**config.mk**
```make
export PLATFORM = sky130hd
export DESIGN_NAME = load_store_unit
export DESIGN_NICKNAME = d
export VERILOG_FILES = /design/src/rtl/lsu_pkg.sv /design/src/rtl/load_store_unit_lane_align.sv /design/src/rtl/load_store_unit.sv
export SDC_FILE = /design/constraint.sdc
export NUM_CORES = 1
export LEC_CHECK = 0
export ABC_AREA = 1
export CORE_MARGIN = 2
export CORE_UTILIZATION = 35
export CTS_BUF_LIST = sky130_fd_sc_hd__clkbuf_4
export CTS_CLUSTER_DIAMETER = 80
export DETAILED_ROUTE_END_ITERATION = 12
export PLACE_DENSITY = 0.71
export SETUP_SLACK_MARGIN = 0.2
export SLEW_MARGIN = 0
export SYNTH_ARGS = -nofsm -noshare
export SYNTH_HDL_FRONTEND = slang
export SYNTH_SLANG_ARGS = --single-unit
export TNS_END_PERCENT = 20
```
**constraint.sdc**
```tcl
create_clock -name clk -period 3 [get_ports clk]
set_input_delay 0.45 -clock clk [delete_from_list [all_inputs] [get_ports clk]]
set_output_delay 0.45 -clock clk [all_outputs]
set_load 0.05 [all_outputs]
```
**src/rtl/lsu_pkg.sv**
```systemverilog
// Shared types and ISA decode helpers for the load/store unit.
// The ALU_OPERATIONS_* values mirror the load/store codes of isa.svh.
package lsu_pkg;

  localparam logic [7:0] ALU_OPERATIONS_LB  = 8'h20;
  localparam logic [7:0] ALU_OPERATIONS_LH  = 8'h21;
  localparam logic [7:0] ALU_OPERATIONS_LW  = 8'h22;
  localparam logic [7:0] ALU_OPERATIONS_LBU = 8'h23;
  localparam logic [7:0] ALU_OPERATIONS_LHU = 8'h24;
  localparam logic [7:0] ALU_OPERATIONS_SB  = 8'h25;
  localparam logic [7:0] ALU_OPERATIONS_SH  = 8'h26;
  localparam logic [7:0] ALU_OPERATIONS_SW  = 8'h27;

  typedef enum logic [1:0] {
    IDLE,
    REQ,
    WAIT_RSP,
    DONE
  } state_t;

  typedef enum logic [1:0] {
    BYTE,
    HALF,
    WORD
  } size_t;

  typedef logic signed_t;

  function automatic logic op_is_load(input logic [7:0] op);
    case (op)
      ALU_OPERATIONS_LB, ALU_OPERATIONS_LH, ALU_OPERATIONS_LW,
      ALU_OPERATIONS_LBU, ALU_OPERATIONS_LHU: op_is_load = 1'b1;
      default:                                op_is_load = 1'b0;
    endcase
  endfunction

  function automatic logic op_is_store(input logic [7:0] op);
    case (op)
      ALU_OPERATIONS_SB, ALU_OPERATIONS_SH, ALU_OPERATIONS_SW: op_is_store = 1'b1;
      default:                                                 op_is_store = 1'b0;
    endcase
  endfunction

  function automatic size_t op_size(input logic [7:0] op);
    case (op)
      ALU_OPERATIONS_LB, ALU_OPERATIONS_LBU, ALU_OPERATIONS_SB: op_size = BYTE;
      ALU_OPERATIONS_LH, ALU_OPERATIONS_LHU, ALU_OPERATIONS_SH: op_size = HALF;
      default:                                                 op_size = WORD;
    endcase
  endfunction

  function automatic signed_t op_signed(input logic [7:0] op);
    op_signed = (op == ALU_OPERATIONS_LB) || (op == ALU_OPERATIONS_LH);
  endfunction

  function automatic logic is_misaligned(input size_t size, input logic [1:0] off);
    case (size)
      HALF:    is_misaligned = off[0];
      WORD:    is_misaligned = (off != 2'b00);
      default: is_misaligned = 1'b0;
    endcase
  endfunction

  function automatic logic [1:0] align_offset(input size_t size, input logic [1:0] off);
    case (size)
      HALF:    align_offset = {off[1], 1'b0};
      WORD:    align_offset = 2'b00;
      default: align_offset = off;
    endcase
  endfunction

endpackage

```
**src/rtl/load_store_unit_lane_align.sv**
```systemverilog
// Combinational lane logic: store byte enables / replicated data and
// load lane selection with sign or zero extension.
module lsu_lane_align
  import lsu_pkg::*;
(
  input  size_t       size,
  input  signed_t     sgn,
  input  logic        store,
  input  logic [1:0]  off,
  input  logic [31:0] store_data,
  input  logic [31:0] rdata,
  output logic [3:0]  be,
  output logic [31:0] wdata,
  output logic [31:0] load_data
);

  logic [7:0]  lane_b;
  logic [15:0] lane_h;

  always_comb begin
    be    = 4'b1111;
    wdata = '0;
    if (store) begin
      case (size)
        BYTE: begin
          be    = 4'b0001 << off;
          wdata = {4{store_data[7:0]}};
        end
        HALF: begin
          be    = 4'b0011 << {off[1], 1'b0};
          wdata = {2{store_data[15:0]}};
        end
        default: begin
          be    = 4'b1111;
          wdata = store_data;
        end
      endcase
    end
  end

  always_comb begin
    lane_b    = rdata[{off, 3'b000} +: 8];
    lane_h    = off[1] ? rdata[31:16] : rdata[15:0];
    load_data = rdata;
    case (size)
      BYTE:    load_data = {{24{sgn & lane_b[7]}}, lane_b};
      HALF:    load_data = {{16{sgn & lane_h[15]}}, lane_h};
      default: load_data = rdata;
    endcase
  end

endmodule

```
**src/rtl/load_store_unit.sv**
```systemverilog
// Memory-stage load/store initiator on a valid/ready data-memory bus.
// Optional feature macro: LSU_MISALIGN_TRAP_EN (misaligned accesses trap instead of being aligned).
module load_store_unit
  import lsu_pkg::*;
#(
  parameter int ADDR_W   = 32,
  parameter int MAX_WAIT = 15
) (
  input  logic              clk,
  input  logic              rst_n,
  input  logic              mem_rd_en,
  input  logic              mem_wr_en,
  input  logic [7:0]        alu_operation,
  input  logic [ADDR_W-1:0] alu_result,
  input  logic [31:0]       reg_data_b,
  output logic [31:0]       memory_data,
  output logic              lsu_stall,
  output logic              bus_err,
  output logic              misaligned,
  output logic              dmem_req_valid,
  input  logic              dmem_req_ready,
  output logic              dmem_we,
  output logic [ADDR_W-1:0] dmem_addr,
  output logic [3:0]        dmem_be,
  output logic [31:0]       dmem_wdata,
  input  logic              dmem_rsp_valid,
  input  logic [31:0]       dmem_rsp_rdata
);

  localparam logic [7:0] WAIT_LAST = 8'(MAX_WAIT - 1);

  state_t     state;
  logic [7:0] wait_cnt;
  size_t      size_q;
  signed_t    signed_q;
  logic       store_q;
  logic [1:0] off_q;

  logic       dec_load;
  logic       dec_store;
  size_t      dec_size;
  logic       accept;
  logic       trap_hit;
  logic [1:0] off_in;

  size_t      sel_size;
  signed_t    sel_signed;
  logic       sel_store;
  logic [1:0] sel_off;
  logic [3:0]  lane_be;
  logic [31:0] lane_wdata;
  logic [31:0] lane_load;

  always_comb begin
    dec_load  = op_is_load(alu_operation);
    dec_store = op_is_store(alu_operation);
    dec_size  = op_size(alu_operation);
    accept    = (state == IDLE) &&
                ((mem_rd_en && !mem_wr_en && dec_load) ||
                 (mem_wr_en && !mem_rd_en && dec_store));
`ifdef LSU_MISALIGN_TRAP_EN
    off_in    = alu_result[1:0];
    trap_hit  = accept && is_misaligned(dec_size, alu_result[1:0]);
`else
    off_in    = align_offset(dec_size, alu_result[1:0]);
    trap_hit  = 1'b0;
`endif
  end

  assign misaligned = trap_hit;
  assign lsu_stall  = accept || (state == REQ) || (state == WAIT_RSP);

  // One lane block serves both paths: store lanes are needed only in the
  // accept cycle (live inputs), load lanes only in WAIT_RSP (captured op).
  always_comb begin
    if (state == IDLE) begin
      sel_size   = dec_size;
      sel_signed = op_signed(alu_operation);
      sel_store  = dec_store;
      sel_off    = off_in;
    end else begin
      sel_size   = size_q;
      sel_signed = signed_q;
      sel_store  = store_q;
      sel_off    = off_q;
    end
  end

  lsu_lane_align u_lane (
    .size       (sel_size),
    .sgn        (sel_signed),
    .store      (sel_store),
    .off        (sel_off),
    .store_data (reg_data_b),
    .rdata      (dmem_rsp_rdata),
    .be         (lane_be),
    .wdata      (lane_wdata),
    .load_data  (lane_load)
  );

  always_ff @(posedge clk) begin
    if (!rst_n) begin
      state          <= IDLE;
      wait_cnt       <= '0;
      size_q         <= BYTE;
      signed_q       <= 1'b0;
      store_q        <= 1'b0;
      off_q          <= '0;
      memory_data    <= '0;
      bus_err        <= 1'b0;
      dmem_req_valid <= 1'b0;
      dmem_we        <= 1'b0;
      dmem_addr      <= '0;
      dmem_be        <= '0;
      dmem_wdata     <= '0;
    end else begin
      bus_err <= 1'b0;
      case (state)
        IDLE: begin
          if (accept) begin
            size_q   <= dec_size;
            signed_q <= op_signed(alu_operation);
            store_q  <= dec_store;
            off_q    <= off_in;
            wait_cnt <= '0;
            if (trap_hit) begin
              if (!dec_store) memory_data <= '0;
              state <= DONE;
            end else begin
              dmem_req_valid <= 1'b1;
              dmem_we        <= dec_store;
              dmem_addr      <= {alu_result[ADDR_W-1:2], 2'b00};
              dmem_be        <= lane_be;
              dmem_wdata     <= lane_wdata;
              state          <= REQ;
            end
          end
        end
        REQ: begin
          if (dmem_req_ready) begin
            dmem_req_valid <= 1'b0;
            state          <= store_q ? DONE : WAIT_RSP;
          end
        end
        WAIT_RSP: begin
          if (dmem_rsp_valid) begin
            memory_data <= lane_load;
            state       <= DONE;
          end else if (wait_cnt == WAIT_LAST) begin
            bus_err     <= 1'b1;
            memory_data <= '0;
            state       <= DONE;
          end else begin
            wait_cnt <= wait_cnt + 8'd1;
          end
        end
        DONE: state <= IDLE;
        default: state <= IDLE;
      endcase
    end
  end

endmodule
```
After elaboration in Yosys (flattened, before gate mapping):

Cells that the tools add are included.

* output and inout port bits: 105
* register bits: 116
* logic and storage cells: 96

* muxes and demuxes: 30
* $add $sub $neg: 1
* equal/unequal tests: 20
* shift-type cells: 3
* reduce and logical (&&, ||, !) cells: 26
* bitwise logic cells: 4

Operators by type and width (count)
* $pmux W32 S2: 2
* $mux W32: 3
* $eq A8 B6 Y1 const B: 8
* $shiftx A32 B6 Y8: 1
* $mux W8: 3
* $mux W16: 1
* $pmux W8 S2: 1
* $mux W2: 6
* $reduce_or A3 Y1: 4
* $add A8 B1 Y8 const B: 1
* $eq A8 B4 Y1 const B: 1
* $mux W1: 8
* $ne A2 B2 Y1 const B: 4
* $pmux W2 S2: 2
* $pmux W2 S4: 1
* $pmux W4 S2: 1
* $eq A2 B1 Y1 const B: 3
* $eq A2 B2 Y1 const B: 3
* $reduce_and A3 Y1: 2
* $reduce_bool A2 Y1: 3
* $logic_and A1 B1 Y1: 5
* $reduce_or A5 Y1: 1
* $logic_not A2 Y1: 2
* $logic_or A1 B1 Y1: 4
* 10 further kinds: 14

Logic depth before layout (Yosys ltp):

* depth in word-level cells: 10
* gate-level depth with buffers: 16

By module:

A second synthesis with hierarchy kept.

* cells, all modules: 866
* area total of the unflattened synthesis: 5773.0 um2

Modules (own cells, without submodules)
* load_store_unit: instances 1, area each 4584.4 um2, cells an instance 625, sequential area each 2322.2 um2
* lsu_lane_align: instances 1, area each 1188.6 um2, cells an instance 241, sequential area each 0.0 um2

Worst setup path before layout:

Ideal clock, no wire load.

* path kind: input to output
* from: input alu_operation[4]
* to: output lsu_stall
* setup slack: 626 ps
* buffers on the path: 2
* arrival: 1924 ps
* required time: 2550 ps
* cell stages on the path: 11
* cell sequence: inv_2 -> nand2_2 -> nor2_8 -> nand2_1 -> nor2_2 -> nand3_1 -> nand2_1 -> nand2_2 -> buf_2 -> clkbuf_1 -> nand3_1

* longest elaborated chain between the ends: 8
* elaborated cells on any way between the ends: 18
* classes of those cells: eq/ne (8); mux (2); reduce/logical (8)

Ends and longest elaborated chain
* start, declared: RTL line load_store_unit.sv:13 `input logic [7:0] alu_operation,`
* $eq A8 B6 Y1, on equally long branches: RTL line lsu_pkg.sv:30, lsu_pkg.sv:38
* $reduce_or A5 Y1 or $reduce_or A3 Y1 (tied branches): RTL line lsu_pkg.sv:30, lsu_pkg.sv:38
* $mux W1, on equally long branches: RTL line lsu_pkg.sv:30, lsu_pkg.sv:38
* $logic_and A1 B1 Y1, on equally long branches: RTL line load_store_unit.sv:59, load_store_unit.sv:60
* $logic_or A1 B1 Y1 (*): RTL line load_store_unit.sv:59 `((mem_rd_en && !mem_wr_en && dec_load) ||`
* $logic_and A1 B1 Y1 (*): RTL line load_store_unit.sv:58 `accept = (state == IDLE) &&`
* $logic_or A1 B1 Y1 (*) (2 in series): RTL line load_store_unit.sv:71 `assign lsu_stall = accept || (state == REQ) || (state == WAIT_RSP);`
* end, declared: RTL line load_store_unit.sv:17 `output logic lsu_stall,`

Every way passes the cells marked *; elsewhere a longest branch is shown, timed or not.

Final worst setup path:

* from: input alu_operation[5]
* to: output lsu_stall

Same word-level chain as after synthesis.

==> run summary <==
At the worst endpoint, the arrival time is 2.15 ns. The number of DRC markers in iteration 0 was 264. After layout, the worst setup slack is 0.4039 ns. The flow ran to the end, and the final reports show no timing, DRC or antenna violations. Count of nets left with antenna violations after detail routing: 0. Launching element type of the critical path: an input pin. The post-route netlist has 8.488% of its cells at a drive strength greater than 1. The total track usage was 20.72%; the post-route cell area was 8180 um^2. The final count of pins violating max slew was 0; the highest achievable clock rate was 385.2 MHz. Synthesis produced 809 cells. The proportion of synthesized flip-flops having asynchronous set or reset was 0%; the via-per-instance ratio was 4.812. Compared with the post-synthesis result, the final layout area differs by 46.56%. The sequential share of the synthesized area was 41.61%.

Summed over all nets, the half-perimeter wirelength after detailed placement is 12.72 mm. The number of top-level pins was 215. For this design, the CTS-stage hold fixing added 0 buffers. The final core utilization is 52.06%. The total of buffers placed on input and output ports was 211; the number of max-cap violations was 0. The floorplan step set the die width to 130.3 um.

Setup repair after global routing left no endpoint under its margin. TritonCTS built the clock tree. Worst slew margin relative to its limit: 58.65%. The number of remaining DRC errors was 0; the wire length after detailed routing was 17.82 mm. The tightest min-delay check is of the flip-flop to flip-flop type.

The average wire length per cell after detail routing was 14.35 um. The count of cells in the finished layout, fillers not included, comes to 1242. The final worst clock skew came out at 0.01187 ns. The post-cts sizing count is 0. The flip-flop and latch count after synthesis was 116; the number of search-and-repair iterations in the first detailed-routing pass was 4. CTS placed an instance of sky130_fd_sc_hd__clkbuf_4 at the clock tree root. Vertical extent of the die: 130.3 um. The layout has 1552 filler cells. The floorplan has 46 rows.

The clock passes through at most 2 buffers. The final count of negative-setup-slack endpoints was 0. In the synthesized netlist the dominant register cell turns out to be sky130_fd_sc_hd__dfxtp_1. Clock latency on the worst-skew pair, taken at its later pin, is 0.54 ns. The die covers 16970 um^2. The minimum period implied by the final worst setup slack came out at 2.596 ns. The H-tree generated during clock tree synthesis spans 4 levels. For this run, the number of Yosys warnings is 0.

At the pin with the least slew margin, the transition time is 0.6184 ns. The number of distinct library cells after synthesis came out at 36. The clock-pin slew on the worst setup and hold paths came out at 0.11 ns. Buffers inserted during clock tree synthesis total 17.

In the final design database the tool counted 1127 nets. In this run the cell area measured after placement is 7886 um^2. The congestion estimate from routability-driven global placement came to 0.9280. The synthesized design contains 0 enable-type register cells.

Type of the worst setup path: input pin to output pin. The run gives 0 as the total congestion overflow. Across all hold checks on the routed design, the worst slack comes to 0.4554 ns. The part of the cycle the worst path needs was 86.54%; the number of instances in the placed design was 1209. The number of sinks handled by clock tree synthesis is 116. STA classifies the critical path endpoint as an output pin.

For the worst setup path, the data required time is 2.55 ns. Before CTS, the worst setup slack after placement is 0.1886 ns. The run gives 5355 as the number of global-route vias before repair.

Total negative slack: 0 ns. The region available for standard cell placement spans 15710 um^2. The final route contains 5976 vias.

The mean area per synthesized cell works out to 6.899 um^2. VDD sags by at most 0.0002551 V. The number of antenna violations at the first check in global routing came out at 1. The tools report the post-route total power as 4.594 mW. Leakage power figure: 3.200 nW. Entering global routing, the biggest net connects 53 pins.

For the total standard cell area after synthesis, the log shows 5582 um^2. For this configuration, the core starts out at a cell density of 35.52%. The wire length of the first global-routing pass came out at 27.37 mm. The run gives 0 as the number of failing hold endpoints at the final stage. Dividing total power by cell area gives a power density of 561.6 nW/um^2. The maximum fanout count along the critical path is 9. In this run the post-CTS setup repair buffer count came out at 0.
## cell type report
type                    instances  area (um^2)  share of cell area, %
clock inverters                15        163.9                  2.004
well taps                     216        270.3                  3.304
diodes                          1        2.502                0.03059
clock buffers                  17        127.6                  1.560
flip-flops and latches        116         2322                  28.39
repair buffers                228         2262                  27.65
multi-input cells             591         2809                  34.34
inverters                      58        222.7                  2.723
## cells in the final DEF (no fill, tap or decap), types with 4 or more instances in the layout
master                              n
sky130_fd_sc_hd__inv_2              6
sky130_fd_sc_hd__nand3_1           38
sky130_fd_sc_hd__o21ai_1           16
sky130_fd_sc_hd__clkinv_1           5
sky130_fd_sc_hd__o21ai_0           69
sky130_fd_sc_hd__nand2_2            9
sky130_fd_sc_hd__nor2_2             4
sky130_fd_sc_hd__ha_1               5
sky130_fd_sc_hd__o21bai_1           8
sky130_fd_sc_hd__buf_4             16
sky130_fd_sc_hd__nand2_1          191
sky130_fd_sc_hd__nor2_1           122
sky130_fd_sc_hd__inv_1             50
sky130_fd_sc_hd__a21oi_2            6
sky130_fd_sc_hd__o22ai_1            8
sky130_fd_sc_hd__a31oi_1            4
sky130_fd_sc_hd__clkbuf_4          17
sky130_fd_sc_hd__clkdlybuf4s50_1  210
sky130_fd_sc_hd__nand3_2            5
sky130_fd_sc_hd__dfxtp_1          116
sky130_fd_sc_hd__a21oi_1           83
## synth_stat cells (6+ instances only)
library cell               instances  share of area (%)
sky130_fd_sc_hd__nand2_1         191                 13
sky130_fd_sc_hd__inv_1            50                3.4
sky130_fd_sc_hd__dfxtp_1         116                 42
sky130_fd_sc_hd__buf_2            10               0.90
sky130_fd_sc_hd__o22ai_1           8               0.90
sky130_fd_sc_hd__inv_2             6               0.40
sky130_fd_sc_hd__nor2_1          123                8.3
sky130_fd_sc_hd__clkbuf_1         24                1.6
sky130_fd_sc_hd__o21bai_1          8                1.1
sky130_fd_sc_hd__nand2_2           9                1.0
sky130_fd_sc_hd__a21oi_2           6               0.94
sky130_fd_sc_hd__o21ai_1          16                1.4
sky130_fd_sc_hd__nand3_1          38                3.4
sky130_fd_sc_hd__a21oi_1          83                7.4
sky130_fd_sc_hd__o21ai_0          69                6.2
## flip-flops by register name, summed over array words and instances, names as in the netlist
name / cells
bus_err: 1
dmem_addr: 30
dmem_be: 4
dmem_req_valid: 1
dmem_wdata: 32
memory_data: 32
off_q: 2
signed_q: 1
size_q: 2
state: 2
store_q: 1
wait_cnt: 8
## kinds of logic after synthesis
kind of cell / Yosys count / synth area share, %
and+or+nand+nor: 385 / 29.77
AOI/OAI and AO/OA: 198 / 19.19
DFF: 116 / 41.61
buffers and inverters: 104 / 8.249
adders and majority gates: 5 / 1.121
other: 1 / 0.06718
## power by group
| group | switching [mW] | total, mW | internal, mW |
|---|---|---|---|
| Sequential | 0.0478 | 1.67 | 1.62 |
| Combinational | 1.13 | 1.73 | 0.597 |
| Clock | 0.631 | 1.20 | 0.567 |
## worst max-delay path: stages
cell,delay (ns)
sky130_fd_sc_hd__clkdlybuf4s50_1,0.47
sky130_fd_sc_hd__nand2_2,0.09
sky130_fd_sc_hd__nor2_8,0.18
sky130_fd_sc_hd__nand2_1,0.08
sky130_fd_sc_hd__nor2_2,0.18
sky130_fd_sc_hd__nand3_1,0.13
sky130_fd_sc_hd__nand2_1,0.09
sky130_fd_sc_hd__nand2_2,0.12
sky130_fd_sc_hd__nand3_1,0.18
sky130_fd_sc_hd__buf_12,0.16
## metal layers
metal / GRT usage [%] / share of wire (%)
met4: 8.982 / 2.5
met2: 32.46 / 45
met1: 26.89 / 45
met3: 5.535 / 7.6
met5: 0 / 0
## final timing paths
| check | start | cells after the start | endpoint | slack, ns |
|---|---|---|---|---|
| max | alu_operation[5] | 10 | lsu_stall | 0.40 |
| min reg2reg | wait_cnt[7] | 1 | wait_cnt[7] | 0.46 |
| max reg2reg | state[0] | 11 | memory_data[28] | 0.64 |
| min | wait_cnt[7] | 1 | wait_cnt[7] | 0.46 |
Note: power is estimated with default switching activity, not from simulation.
